===== config.mk =====
export PLATFORM = sky130hd
export DESIGN_NAME = uart_tx_frame
export DESIGN_NICKNAME = d
export VERILOG_FILES = /design/src/rtl/uart_pkg.sv /design/src/rtl/uart_tx_serializer.sv /design/src/rtl/uart_tx_frame.sv
export SDC_FILE = /design/constraint.sdc
export NUM_CORES = 1
export LEC_CHECK = 0
export CORE_ASPECT_RATIO = 0.6
export CORE_MARGIN = 1
export CORE_UTILIZATION = 45
export CTS_CLUSTER_DIAMETER = 30
export DETAILED_ROUTE_END_ITERATION = 6
export PLACE_DENSITY = 0.65
export SETUP_SLACK_MARGIN = 0.4
export SYNTH_ARGS = -nofsm -noshare
export SYNTH_HDL_FRONTEND = slang
export SYNTH_SLANG_ARGS = --single-unit

===== constraint.sdc =====
create_clock -name CLK -period 2.3 [get_ports CLK]
set_input_delay 0.46 -clock CLK [delete_from_list [all_inputs] [get_ports CLK]]
set_output_delay 0.46 -clock CLK [all_outputs]
set_load 0.01 [all_outputs]

===== src/rtl/uart_pkg.sv =====
// Shared UART definitions: FSM encoding, line levels and parity helper.
// Used by both the TX and RX paths so framing conventions stay in lockstep.
package uart_pkg;

    localparam logic [2:0] IDLE   = 3'd0;
    localparam logic [2:0] START  = 3'd1;
    localparam logic [2:0] DATA   = 3'd2;
    localparam logic [2:0] PARITY = 3'd3;
    localparam logic [2:0] STOP   = 3'd4;

    localparam logic START_BIT   = 1'b0;
    localparam logic STOP_BIT    = 1'b1;
    localparam logic PARITY_EVEN = 1'b0;
    localparam logic PARITY_ODD  = 1'b1;

    // xor_all is the reduction XOR of the data word.
    function automatic logic parity_bit(input logic xor_all, input logic ptype);
        return (ptype == PARITY_ODD) ? ~xor_all : xor_all;
    endfunction

endpackage


===== src/rtl/uart_tx_serializer.sv =====
// Load-enabled LSB-first shift register plus data-bit counter for the TX FSM.
// serial_bit_o is always the next data bit to be put on the line.
module uart_tx_serializer #(
    parameter int DATA_WIDTH = 8
) (
    input  logic                  clk_i,
    input  logic                  rst_i,
    input  logic                  load_i,
    input  logic [DATA_WIDTH-1:0] data_i,
    input  logic                  shift_i,
    input  logic                  count_i,
    input  logic                  clear_i,
    output logic                  serial_bit_o,
    output logic                  last_bit_o
);

    localparam int CW = (DATA_WIDTH > 1) ? $clog2(DATA_WIDTH) : 1;

    logic [DATA_WIDTH-1:0] shift_q, shift_d;
    logic [CW-1:0]         cnt_q, cnt_d;

    always_comb begin
        shift_d = shift_q;
        if (load_i) begin
            shift_d = data_i;
        end else if (shift_i) begin
            shift_d = shift_q >> 1;
        end
    end

    // The counter never wraps on its own; the FSM clears it when leaving DATA.
    always_comb begin
        cnt_d = cnt_q;
        if (clear_i) begin
            cnt_d = '0;
        end else if (count_i) begin
            cnt_d = cnt_q + CW'(1);
        end
    end

    always_ff @(posedge clk_i or posedge rst_i) begin
        if (rst_i) begin
            shift_q <= '0;
            cnt_q   <= '0;
        end else begin
            shift_q <= shift_d;
            cnt_q   <= cnt_d;
        end
    end

    assign serial_bit_o = shift_q[0];
    assign last_bit_o   = (cnt_q == CW'(DATA_WIDTH - 1));

endmodule


===== src/rtl/uart_tx_frame.sv =====
// UART transmitter: start / DATA_WIDTH data bits LSB first / optional parity / stop,
// one bit per CLK. TX_OUT and Busy come straight from flops.
module uart_tx_frame
    import uart_pkg::*;
#(
    parameter int DATA_WIDTH = 8
) (
    input  logic                  CLK,
    input  logic                  Reset,
    input  logic [DATA_WIDTH-1:0] P_Data,
    input  logic                  Data_Valid,
    input  logic                  Parity_EN,
    input  logic                  Parity_type,
    output logic                  TX_OUT,
    output logic                  Busy
);

    logic [2:0] state_q, state_d;
    logic       tx_q, tx_d;
    logic       busy_q, busy_d;
    logic       par_en_q, par_en_d;
    logic       par_bit_q, par_bit_d;

    logic load, shift, count, clear;
    logic serial_bit, last_bit;

    uart_tx_serializer #(
        .DATA_WIDTH(DATA_WIDTH)
    ) u_ser (
        .clk_i        (CLK),
        .rst_i        (Reset),
        .load_i       (load),
        .data_i       (P_Data),
        .shift_i      (shift),
        .count_i      (count),
        .clear_i      (clear),
        .serial_bit_o (serial_bit),
        .last_bit_o   (last_bit)
    );

    // Each state names the bit currently on the line; tx_d is the bit for the next cycle.
    always_comb begin
        state_d   = state_q;
        tx_d      = tx_q;
        busy_d    = busy_q;
        par_en_d  = par_en_q;
        par_bit_d = par_bit_q;
        load      = 1'b0;
        shift     = 1'b0;
        count     = 1'b0;
        clear     = 1'b0;
        case (state_q)
            IDLE: begin
                tx_d   = STOP_BIT;
                busy_d = 1'b0;
                if (Data_Valid) begin
                    load      = 1'b1;
                    clear     = 1'b1;
                    par_en_d  = Parity_EN;
                    par_bit_d = parity_bit(^P_Data, Parity_type);
                    tx_d      = START_BIT;
                    busy_d    = 1'b1;
                    state_d   = START;
                end
            end
            START: begin
                tx_d    = serial_bit;
                shift   = 1'b1;
                state_d = DATA;
            end
            DATA: begin
                if (last_bit) begin
                    clear = 1'b1;
                    if (par_en_q) begin
                        tx_d    = par_bit_q;
                        state_d = PARITY;
                    end else begin
                        tx_d    = STOP_BIT;
                        state_d = STOP;
                    end
                end else begin
                    tx_d  = serial_bit;
                    shift = 1'b1;
                    count = 1'b1;
                end
            end
            PARITY: begin
                tx_d    = STOP_BIT;
                state_d = STOP;
            end
            STOP: begin
                tx_d    = STOP_BIT;
                busy_d  = 1'b0;
                state_d = IDLE;
            end
            default: begin
                tx_d    = STOP_BIT;
                busy_d  = 1'b0;
                state_d = IDLE;
            end
        endcase
    end

    always_ff @(posedge CLK or posedge Reset) begin
        if (Reset) begin
            state_q   <= IDLE;
            tx_q      <= STOP_BIT;
            busy_q    <= 1'b0;
            par_en_q  <= 1'b0;
            par_bit_q <= 1'b0;
        end else begin
            state_q   <= state_d;
            tx_q      <= tx_d;
            busy_q    <= busy_d;
            par_en_q  <= par_en_d;
            par_bit_q <= par_bit_d;
        end
    end

    assign TX_OUT = tx_q;
    assign Busy   = busy_q;

endmodule

# ---- Word-level counts from Yosys, hierarchy flattened
# Index checks and enable logic that the tools add are counted.
dict set report word_totals {
  output_inout_bits 2
  ff_bits 18
}
dict set report classes {
  bitwise_logic 1
  eq_ne 6
  mux 21
  n_reduce_logical 7
  add_sub_neg 1
}
# operator n
set op_table {}
lappend op_table {{$mux W8} 2}
lappend op_table {{$mux W3} 5}
lappend op_table {{$pmux W3 S4} 1}
lappend op_table {{$mux W1} 9}
lappend op_table {{$reduce_xor A8 Y1} 1}
lappend op_table {{$eq A3 B2 Y1 const B} 2}
lappend op_table {{$pmux W1 S2} 3}
lappend op_table {{$ne A2 B2 Y1 const B} 2}
lappend op_table {{$reduce_and A2 Y1} 2}
lappend op_table {{$reduce_bool A2 Y1} 2}
lappend op_table {{$add A3 B1 Y3 const B} 1}
lappend op_table {{$eq A3 B1 Y1 const B} 1}
lappend op_table {{$eq A3 B3 Y1 const B} 1}
lappend op_table {{$logic_not A3 Y1} 1}
lappend op_table {{$pmux W1 S3} 1}
lappend op_table {{$reduce_or A3 Y1} 1}
lappend op_table {{$not A1 Y1} 1}

# ---- Depth between registers and ports, before layout
# Gate-level depths: netlist of run 1.
dict set report depth {
  ltp_word 5
  depth_mapped 7
  depth_no_buf 6
}

# ---- By module
# Synthesis of run 1 repeated with hierarchy kept, for this count alone.
dict set report unflattened {
  hier_cells 92
  hier_area_um2 952.2
}
# mod area_each_um2 seq_area_each_um2 instances cells_each
set modules_own_cells {}
lappend modules_own_cells {uart_tx_serializer 513.0 275.3 1 46}
lappend modules_own_cells {uart_tx_frame 439.2 176.4 1 46}

# ---- Worst setup path before layout of run 1
# No wires, ideal clock.
dict set report synth_timing {
  kind {flip-flop to flip-flop}
  startpoint {register u_ser.cnt_q[0]}
  endpoint {register u_ser.shift_q[0]}
  path_stages_with_launch 8
  period_less_slack_ns 1.746
  required_time_ns 2.219
  n_path_buf 1
  setup_slack_ns 0.554
  arrival_time_ns 1.665
  cell_sequence {dfrtp_1 -> ha_1 -> ha_1 -> or3b_4 -> a21oi_4 -> buf_6 -> nor2_1 -> a31oi_2}
}
dict set report synth_via {
  elab_chain_cells 4
}
# element line
set synth_rtl {}
lappend synth_rtl {{from (decl)} uart_tx_serializer.sv:20} ;# logic [CW-1:0] cnt_q, cnt_d;
lappend synth_rtl {{from (signal assigned)} uart_tx_serializer.sv:47} ;# cnt_q <= cnt_d;
lappend synth_rtl {{$eq A3 B3 Y1} uart_tx_serializer.sv:52} ;# assign last_bit_o = (cnt_q == CW'(DATA_WIDTH - 1));
lappend synth_rtl {{$mux W1} uart_tx_frame.sv:72} ;# if (last_bit) begin
lappend synth_rtl {{$pmux W1 S2} uart_tx_frame.sv:52} ;# case (state_q)
lappend synth_rtl {{$reduce_bool A2 Y1 (no line)} n/a}
lappend synth_rtl {{to (signal assigned)} uart_tx_serializer.sv:46} ;# shift_q <= shift_d;
lappend synth_rtl {{to (decl)} uart_tx_serializer.sv:19} ;# logic [DATA_WIDTH-1:0] shift_q, shift_d;
# No other way between the ends.
# A chain may end at the register's enable or synchronous reset.

# ---- Final worst setup path of run 1
dict set report layout_timing {
  startpoint {register u_ser.cnt_q[0]}
  endpoint {register u_ser.shift_q[5]}
}
# Same word-level chain as after synthesis.

==> impl_metrics.json, run 1 <==
{
  "status": "complete, no violations",
  "viasPerCell": 5.11,
  "drive_gt1_share_pct": 16.4,
  "yosysWarnings": 0,
  "hold_path_class": "reg2reg",
  "final_hold_viol_count": 0,
  "pin_count": 15,
  "root_buffer": "clkbuf_8",
  "gp_congestion": 0.800,
  "wl_per_cell_um": 13.1,
  "grt.overflow.total": 0,
  "totalPowerFinal_mw": 1.64,
  "dieArea_sq_mm": 0.00243,
  "ys_seq_elements": 18,
  "ys_seq_area_share_pct": 45.1,
  "power_switching_uw": 612,
  "grt_pass1_wl_um": 3550,
  "drt-initial-drc-count": 43,
  "power_frac_seq_pct": 36.2,
  "worstSetupPathType": "reg2reg",
  "io_buffers": 14,
  "ys_top_cells_by_area": "dfrtp_1 (42%), nand2_1 (6.7%), nor2_1 (4.5%)",
  "cp-end-kind": "register",
  "cts_made_buffers": 3,
  "core.rowCount": 12,
  "power_density_mw_per_mm2": 1290,
  "finalSetupTns_ps": 0,
  "drt_pass1_iterations": 4,
  "synth_top_area_share_pct": 42.4,
  "wl_met2_um": 861,
  "track_usage_pct": 20.2,
  "slowest_stage": "or3b_4",
  "cp_cell_sequence": "ha_2 > ha_4 > or3b_4 > a21oi_4 > buf_12 > nor2_1 > a31oi_1",
  "nNetsFinal": 138,
  "ir_drop_mv": 0.651,
  "setup_viol": 0,
  "finalCritPeriodShare_pct": 78.3,
  "finClkSkew_ps": 1.98,
  "hpwl_um": 1480,
  "grt_start_max_net_pins": 19,
  "rsz0062_at_grt": "no",
  "postSynthCellCount": 103,
  "crit_arrival_ps": 1970,
  "ant_nets": 0,
  "grt_pass1_vias": 777,
  "yosysUniqueCellTypes": 30,
  "clk_pin_slew_ps": 60,
  "ys.flop_type": "dfrtp_1",
  "highest_layer": "met4",
  "worstPathRequired_ps": 2470,
  "via_count": 766,
  "clk_latency_ps": 250,
  "syn_area_sq_mm": 0.00100,
  "crit_path_max_fanout": 8,
  "dieWidth_um": 62.9,
  "postSynth.asyncResetShare_pct": 100,
  "drv_cap": 0,
  "clockPowerShare_pct": 13.4,
  "cts_buffer_depth": 2,
  "worstMarginPinSlew_ps": 676,
  "combPwrFrac_pct": 50.4,
  "leakagePower_nw": 0.543,
  "p_sw_share_pct": 37.3,
  "start_util_pct": 51.0,
  "die-height_um": 38.6,
  "finalCriticalPeriod_ps": 1800,
  "core_sq_mm": 0.00197,
  "crit_buf_inv": 1,
  "relSlewSlack_pct": 54.9,
  "synth-edff-count": 0,
  "avgSynthCellArea_sq_um": 9.73,
  "cts_max_level": 1,
  "intPower_mw": 1.03,
  "routed_wl_um": 1970,
  "clkSinkCount": 18,
  "postCtsHoldBufs": 0,
  "max_freq_mhz": 555,
  "area.growth.synth_to_final_pct": 27.2,
  "crit_path_max_incr_delay_ps": 420,
  "wl_met3_um": 84,
  "n_antenna_cell": 0,
  "maxSlewViolCount": 0,
  "drcViolationCount": 0,
  "wl_met1_um": 1010,
  "synth_top_cell_by_area": "dfrtp_1",
  "antenna_found_initial": 0,
  "tritoncts": "yes",
  "crit_family": "simple AND/OR/NAND/NOR gates",
  "synth.net_count": 118,
  "startpoint_type": "register"
}
-- path summary, 6_finish.rpt --
check,start,end,slack (ps),depth (start not counted)
min in group asynchronous,Reset,par_en_q$_DFFE_PP0P_,600,2
hold / removal,u_ser.shift_q[0]$_DFFE_PP0P_,TX_OUT$_DFF_PP1_,500,2
setup reg to reg,u_ser.cnt_q[0]$_DFFE_PP0P_,u_ser.shift_q[5]$_DFFE_PP0P_,500,7
setup / recovery,u_ser.cnt_q[0]$_DFFE_PP0P_,u_ser.shift_q[5]$_DFFE_PP0P_,500,7
hold reg to reg,u_ser.shift_q[0]$_DFFE_PP0P_,TX_OUT$_DFF_PP1_,500,2
max in group asynchronous,Reset,u_ser.shift_q[7]$_DFFE_PP0P_,1260,2
-- cells in the final DEF, fill, tap and decap left out, types with 2 or more instances in the layout --
cell,count
a21oi_1,5
a21oi_4,2
a31oi_1,4
a31oi_2,3
a32o_1,2
buf_4,4
clkbuf_8,3
clkdlybuf4s50_1,14
dfrtp_1,17
inv_1,5
mux2i_1,2
nand2_1,18
nand2b_1,3
nand3_1,2
nor2_1,12
nor2b_1,2
nor3_1,2
o21ai_0,2
xnor2_1,4
xor2_1,2
-- cells by family (layout without fill, tap and decap cells) --
group,Yosys count,count (layout),synth area share [%]
buf+inv,10,29,4.99
mux,2,2,2.00
compound gates,21,21,16.1
simple gates,43,43,21.8
flops,18,18,45.1
xor+xnor,7,7,7.49
fa+ha+maj,2,2,2.50
-- power groups by stage --
| stage | Sequential, mW | Combinational, mW | Clock (mW) |
|---|---|---|---|
| global placement | 0.585 | 0.683 | 0 |
| detailed placement | 0.592 | 0.706 | 0 |
| global route | 0.616 | 0.921 | 0.241 |
| CTS | 0.589 | 0.790 | 0.229 |
| finish | 0.593 | 0.826 | 0.219 |
| floorplan | 0.545 | 0.591 | 0 |
-- timing repair --
item | CTS | global route
endpoints found under the setup margin | 7 | 8
pin swaps | 1 | 4
gates cloned | 0 | 0
resized for setup | 1 | 4
setup buffers | 2 | 2
-- cell type report --
type / count / area (sq um)
fillers: 166 / 692
multi-input cells: 75 / 523
flip-flops and latches: 18 / 452
repair buffers: 20 / 201
clock buffers: 4 / 45.0
well taps: 28 / 35.0
inverters: 5 / 18.8
-- worst min-delay path, cell delays in order, from the launching register on --
cell and delay [ps]:
dfrtp_1 360, nand2_1 50, nand3_1 60
-- metrics by stage --
step	instances	utilization [%]	hold slack (ps)	area [sq um]	setup slack, ps
floorplan	103	-	398	1000	554
global placement	142	59.0	482	1160	364
detailed placement	142	59.0	490	1160	310
CTS	148	63.1	506	1240	410
global route	150	64.8	542	1270	412
finish	150	64.8	498	1270	499
-- Yosys cell counts (2+ instances only) --
master,instances
a31oi_2,3
o21ai_0,2
nor2b_1,2
xnor2_1,4
inv_1,5
nor2_1,12
nor3_1,2
mux2i_1,2
ha_1,2
buf_2,4
a32o_1,2
nand2_1,18
a31oi_1,4
nand2b_1,3
a21oi_1,5
xor2_1,2
dfrtp_1,17
nand3_1,2
-- registers in the layout (all words and copies together), names as in the netlist --
register and count:
par_en_q 1, u_ser.shift_q 8, Busy 1, TX_OUT 1, state_q 3, u_ser.cnt_q 3, par_bit_q 1
-- layer usage --
layer | up-vias | track usage [%]
li1 | 386 | -
met1 | 363 | 26.4
met2 | 15 | 32.8
met3 | 2 | 5.36
met4 | 0 | 6.98
met5 | - | 0
(Power assumes the default switching activity.)
==> run 2: changes to the inputs <==
clock period = 1.76 ns   (was 2.3 ns; I/O delays follow)
==> run 2 against run 1 <==
The flow now finishes with violations (negative setup slack). Fmax decreased by 0.96%. Final cell count increased by 9.3%. Sequential share of layout area decreased by 3.9 points. Via count increased by 11%. Highest routed layer is now met3.
==> impl_metrics.json, run 2 (synthesis gave the netlist of run 1 again) <==
{
  "via_count": 849,
  "dieArea_sq_mm": 0.00243,
  "dieWidth_um": 62.9,
  "slowest_stage": "dfrtp_1",
  "core_sq_mm": 0.00197,
  "cp_common_cell": "ha_4",
  "fillers": 137,
  "violations": "negative setup slack",
  "relSlewSlack_pct": 68.7,
  "nNetsFinal": 152,
  "crit_arrival_ps": 1990,
  "die-height_um": 38.6,
  "drive_gt1_share_pct": 33.8,
  "track_usage_pct": 21.4,
  "maxSlewViolCount": 0,
  "hpwl_um": 1560,
  "clk_latency_ps": 250,
  "cts_buffer_depth": 2,
  "finalCriticalPeriod_ps": 1820,
  "dpl_cell_area_sq_mm": 0.00125,
  "ant_nets": 0,
  "tritoncts": "yes",
  "clkSinkCount": 18,
  "finClkSkew_ps": 0.877,
  "max_freq_mhz": 550,
  "hold_path_class": "in2async",
  "cts_max_level": 1,
  "crit_path_max_incr_delay_ps": 410,
  "clk_pin_slew_ps": 70,
  "fin_util_pct": 73.2,
  "pin_count": 15,
  "viasPerCell": 5.18,
  "power_density_mw_per_mm2": 1710,
  "drv_cap": 0,
  "drcViolationCount": 0,
  "worstPathRequired_ps": 1930,
  "grt.overflow.total": 0,
  "finalInstanceArea_sq_mm": 0.00144,
  "start_util_pct": 51.0,
  "worstSetupPathType": "reg2reg",
  "rsz0062_at_grt": "yes",
  "wl_per_cell_um": 13.7,
  "finalCritPeriodShare_pct": 103,
  "worstMarginPinSlew_ps": 468,
  "clockPowerShare_pct": 13.7,
  "gp_congestion": 0.776,
  "setup_viol": 7,
  "placement.setup.worst_slack_ps": -85.9,
  "area.growth.synth_to_final_pct": 43.6,
  "largest_register": "u_ser.shift_q",
  "layout.cells.most_common_list": "nand2_1 (18), dfrtp_1 (16), buf_4 (14)",
  "intPower_mw": 1.54,
  "final_hold_viol_count": 0,
  "cp_cell_sequence": "ha_4 > ha_4 > or3b_4 > a21oi_4 > buf_6 > nor2_2 > a31oi_1",
  "antenna_found_initial": 0,
  "drt-initial-drc-count": 36,
  "io_buffers": 14,
  "ir_drop_mv": 0.986,
  "leakagePower_nw": 0.641,
  "largest_reg_flops": 8,
  "cp-end-kind": "register",
  "mostFrequentLayoutCell": "nand2_1",
  "status": "finished, violations left",
  "grt_pass1_vias": 804,
  "combPwrFrac_pct": 55.0,
  "cts_made_buffers": 3,
  "root_buffer": "clkbuf_8",
  "n_antenna_cell": 0,
  "power_frac_seq_pct": 31.3,
  "postCtsHoldBufs": 0,
  "reg_top3": "u_ser.shift_q (8), state_q (3), u_ser.cnt_q (3)",
  "crit_path_max_fanout": 7,
  "p_sw_share_pct": 37.7,
  "finalSetupTns_ps": -286,
  "drt_pass1_iterations": 4,
  "grt_start_max_net_pins": 19,
  "routed_wl_um": 2240,
  "multi_input_area_sq_um": 579,
  "core.rowCount": 12,
  "startpoint_type": "register",
  "setup_slack_ps": -59.0,
  "register_area_sq_um": 453,
  "grt_pass1_wl_um": 3680,
  "power_switching_uw": 930
}
==> run 2: cell count changes in the layout (fill, tap and decap cells not counted), moves of 2 or more <==
| cell | previous run | this run |
|---|---|---|
| dlygate4sd2_1 | 0 | 8 |
| buf_6 | 1 | 6 |
| nor2_2 | 0 | 6 |
| clkdlybuf4s50_1 | 14 | 5 |
| nor2_1 | 12 | 5 |
| buf_4 | 4 | 14 |
| a31oi_4 | 0 | 2 |
==> run 2: final timing paths <==
kind | startpoint | endpoint | slack, ps | depth (start not counted)
max | u_ser.cnt_q[0]$_DFFE_PP0P_ | u_ser.shift_q[4]$_DFFE_PP0P_ | -60 | 7
min | Reset | u_ser.shift_q[4]$_DFFE_PP0P_ | 420 | 3
max reg2reg | u_ser.cnt_q[0]$_DFFE_PP0P_ | u_ser.shift_q[4]$_DFFE_PP0P_ | -60 | 7
min reg2reg | u_ser.shift_q[0]$_DFFE_PP0P_ | TX_OUT$_DFF_PP1_ | 500 | 2
max in group asynchronous | Reset | TX_OUT$_DFF_PP1_ | 1070 | 3
min in group CLK | u_ser.shift_q[0]$_DFFE_PP0P_ | TX_OUT$_DFF_PP1_ | 500 | 2
==> run 2: through the flow <==
stage	hold slack, ps	power [mW]	std cells
global route	456	2.63	164
global placement	490	1.82	152
finish	423	2.47	164
floorplan	290	1.51	103
CTS	431	2.31	163
detailed placement	486	1.86	152
==> run 2: final cells by class <==
class,instances,share of cell area (%)
inverter,5,1.30
sequential,18,31.5
multi-input combinational,75,40.3
tap,28,2.43
clock buffer,4,3.83
timing repair buffer,34,20.7
==> run 2: timing repair <==
item	in CTS	in global routing
endpoints found under the setup margin	16	16
resized for setup	16	16
pin swaps	7	5
setup buffers	7	1
==> run 2: routing by layer <==
metal  routed length [um]  part of all wire [%]  GRT usage [%]
met3                   82                   3.7           5.36
met4                    0                     0           3.49
met1                 1140                    51           27.9
met5                    0                     0              0
met2                 1020                    45           37.1
==> run 2: power by group through the flow <==
| stage | Sequential, mW | Clock, mW | Combinational [mW] |
|---|---|---|---|
| after global routing | 0.792 | 0.358 | 1.48 |
| final | 0.773 | 0.338 | 1.36 |
| after floorplan | 0.720 | 0 | 0.792 |
| after global placement | 0.752 | 0 | 1.07 |
| after detailed placement | 0.750 | 0 | 1.11 |
| after CTS | 0.747 | 0.343 | 1.22 |
==> run 2: critical path, delay by kind of cell, from the launching register on <==
kind                     cells  cell delay (ps)
AND/OR/NAND/NOR              2              420
flip-flops                   1              410
AO/OA/AOI/OAI                2              430
adder cells (fa/ha/maj)      2              330
buffers and inverters        1              150
==> run 3: changes to the inputs <==
CORE_UTILIZATION = 40   (was 45)
PLACE_DENSITY = 0.59   (was 0.65)
REMOVE_ABC_BUFFERS = 1   (was not set)
==> run 3 against run 2 <==
Register-to-register slack gained 50 ps. Critical endpoint is now u_ser.shift_q[7]$_DFFE_PP0P_. Count of clock-buffer cells in the layout did not move. Sequential share of layout area up 0.67 points. Worst setup slack better by 49 ps. Die area up 12%. The run still ends with negative setup slack left. Final cell count is 1.2% lower. Total power shrank 3.0%. Routed wire length decreased by 5.4%. Largest power group unchanged. Critical path type unchanged.
==> impl_metrics.json, run 3 (synthesis gave the netlist of run 1 again) <==
{
  "wl_per_cell_um": 13.1,
  "clkSinkCount": 18,
  "place_inst": 154,
  "dieWidth_um": 66.6,
  "pin_count": 15,
  "reg_top3": "u_ser.shift_q (8), state_q (3), u_ser.cnt_q (3)",
  "startpoint_type": "register",
  "drcViolationCount": 0,
  "cp_cell_sequence": "ha_2 > ha_4 > or3b_4 > a21oi_4 > buf_12 > nor2b_4 > o22ai_1",
  "track_usage_pct": 19.2,
  "finalCriticalPeriod_ps": 1770,
  "drive_gt1_share_pct": 29.5,
  "crit_buf_inv": 1,
  "tritoncts": "yes",
  "rsz0062_at_grt": "yes",
  "crit_arrival_ps": 1910,
  "die-height_um": 40.8,
  "placement.setup.worst_slack_ps": -45.8,
  "ir_drop_mv": 0.703,
  "root_buffer": "clkbuf_8",
  "status": "finished, violations left",
  "cp-end-kind": "register",
  "final_hold_viol_count": 0,
  "via_count": 819,
  "layout.cells.most_common_list": "dfrtp_1 (16), nand2_1 (15), nor2_1 (12)",
  "area.growth.synth_to_final_pct": 40.6,
  "totalPowerFinal_mw": 2.39,
  "core.rowCount": 13,
  "worstPathRequired_ps": 1900,
  "finalCritPeriodShare_pct": 101,
  "finalSetupTns_ps": -9.60,
  "ant_nets": 0,
  "p_sw_share_pct": 36.4,
  "setup_slack_ps": -9.47,
  "maxSlewViolCount": 0,
  "crit_path_max_fanout": 12,
  "largest_reg_flops": 8,
  "grt.overflow.total": 0,
  "hold_path_class": "in2async",
  "crit_path_max_incr_delay_ps": 400,
  "viasPerCell": 5.06,
  "max_freq_mhz": 565,
  "whs_ps": 408,
  "n_antenna_cell": 0,
  "clk_latency_ps": 260,
  "cts_made_buffers": 3,
  "drt_pass1_iterations": 4,
  "crit_family": "simple AND/OR/NAND/NOR gates",
  "grt_pass1_wl_um": 3470,
  "drv_cap": 0,
  "finClkSkew_ps": 3.77,
  "dieArea_sq_mm": 0.00272,
  "power_density_mw_per_mm2": 1700,
  "nNetsFinal": 148,
  "setup_viol": 2,
  "hpwl_um": 1560,
  "instances_no_fill": 162,
  "grt_pass1_vias": 693,
  "drt-initial-drc-count": 35,
  "combPwrFrac_pct": 53.9,
  "relSlewSlack_pct": 79.5,
  "leakagePower_nw": 0.662,
  "clockPowerShare_pct": 14.3,
  "core_sq_mm": 0.00226,
  "postCtsHoldBufs": 0,
  "cts_buffer_depth": 2,
  "mostFrequentLayoutCell": "dfrtp_1",
  "clk_pin_slew_ps": 70,
  "worstSetupPathType": "reg2reg",
  "grt_start_max_net_pins": 19,
  "routed_wl_um": 2120,
  "start_util_pct": 44.3,
  "power_switching_uw": 872,
  "largest_register": "u_ser.shift_q",
  "worstMarginPinSlew_ps": 306,
  "slowest_stage": "or3b_4",
  "gp_congestion": 0.735,
  "power_frac_seq_pct": 31.8,
  "antenna_found_initial": 0,
  "cts_max_level": 1,
  "intPower_mw": 1.52,
  "io_buffers": 14,
  "violations": "negative setup slack"
}
[run 3: changes by cell type in the layout (fill, tap and decap cells not counted), sizes merged]
cell	previous run	this run
dlygate4sd2	8	5
clkbuf	5	4
buf	20	17
dlymetal6s2s	0	3
[run 3: timing repair]
item	CTS	global route
pin swaps	6	5
buffers inserted	2	2
endpoints found under the hold margin	0	0
setup endpoints to repair	14	14
resized for setup	18	11
[run 3: layout make-up]
cell class                 count  area [sq um]
timing repair buffer          30           284
inverter                       5          18.8
tap                           30          37.5
sequential                    18           453
multi-input combinational     75           561
fill                         194           852
clock buffer                   4          55.1
[run 3: power by group through the flow]
stage	sequential, mW	clock [mW]	combinational (mW)
after CTS	0.753	0.348	1.22
after floorplan	0.771	0	0.650
after global placement	0.752	0	1.10
after detailed placement	0.753	0	1.14
after global routing	0.783	0.371	1.43
final	0.761	0.343	1.29
[run 3: routing by layer]
layer	global-route usage, %	vias to the layer above	part of all wire [%]
li1	-	408	-
met1	27.8	391	51
met2	24.7	15	43
met3	5.83	5	4.1
met4	10.6	0	1.8
met5	0	-	0
[run 3: through the flow]
step	utilization, %	instance area (sq um)
final	62.3	1410
after global routing	62.3	1410
after CTS	60.1	1360
after detailed placement	55.3	1250
after global placement	55.3	1250
after floorplan	-	971
[run 3: worst register-to-register path: stages (launching register included)]
cell and delay, ps:
dfrtp_1 390, ha_2 210, ha_4 160, or3b_4 400, a21oi_4 160, buf_12 140
nor2b_4 130, o22ai_1 60
[run 3: worst paths after layout]
path | cells past startpoint | endpoint | slack, ps | start
setup / recovery | 7 | u_ser.shift_q[7]$_DFFE_PP0P_ | -9 | u_ser.cnt_q[0]$_DFFE_PP0P_
hold / removal | 3 | u_ser.shift_q[2]$_DFFE_PP0P_ | 410 | Reset
setup reg to reg | 7 | u_ser.shift_q[7]$_DFFE_PP0P_ | -9 | u_ser.cnt_q[0]$_DFFE_PP0P_
hold reg to reg | 2 | par_bit_q$_DFFE_PP0P_ | 510 | par_bit_q$_DFFE_PP0P_
max in group asynchronous | 3 | TX_OUT$_DFF_PP1_ | 1090 | Reset
min in group CLK | 3 | u_ser.shift_q[4]$_DFFE_PP0P_ | 410 | P_Data[4]
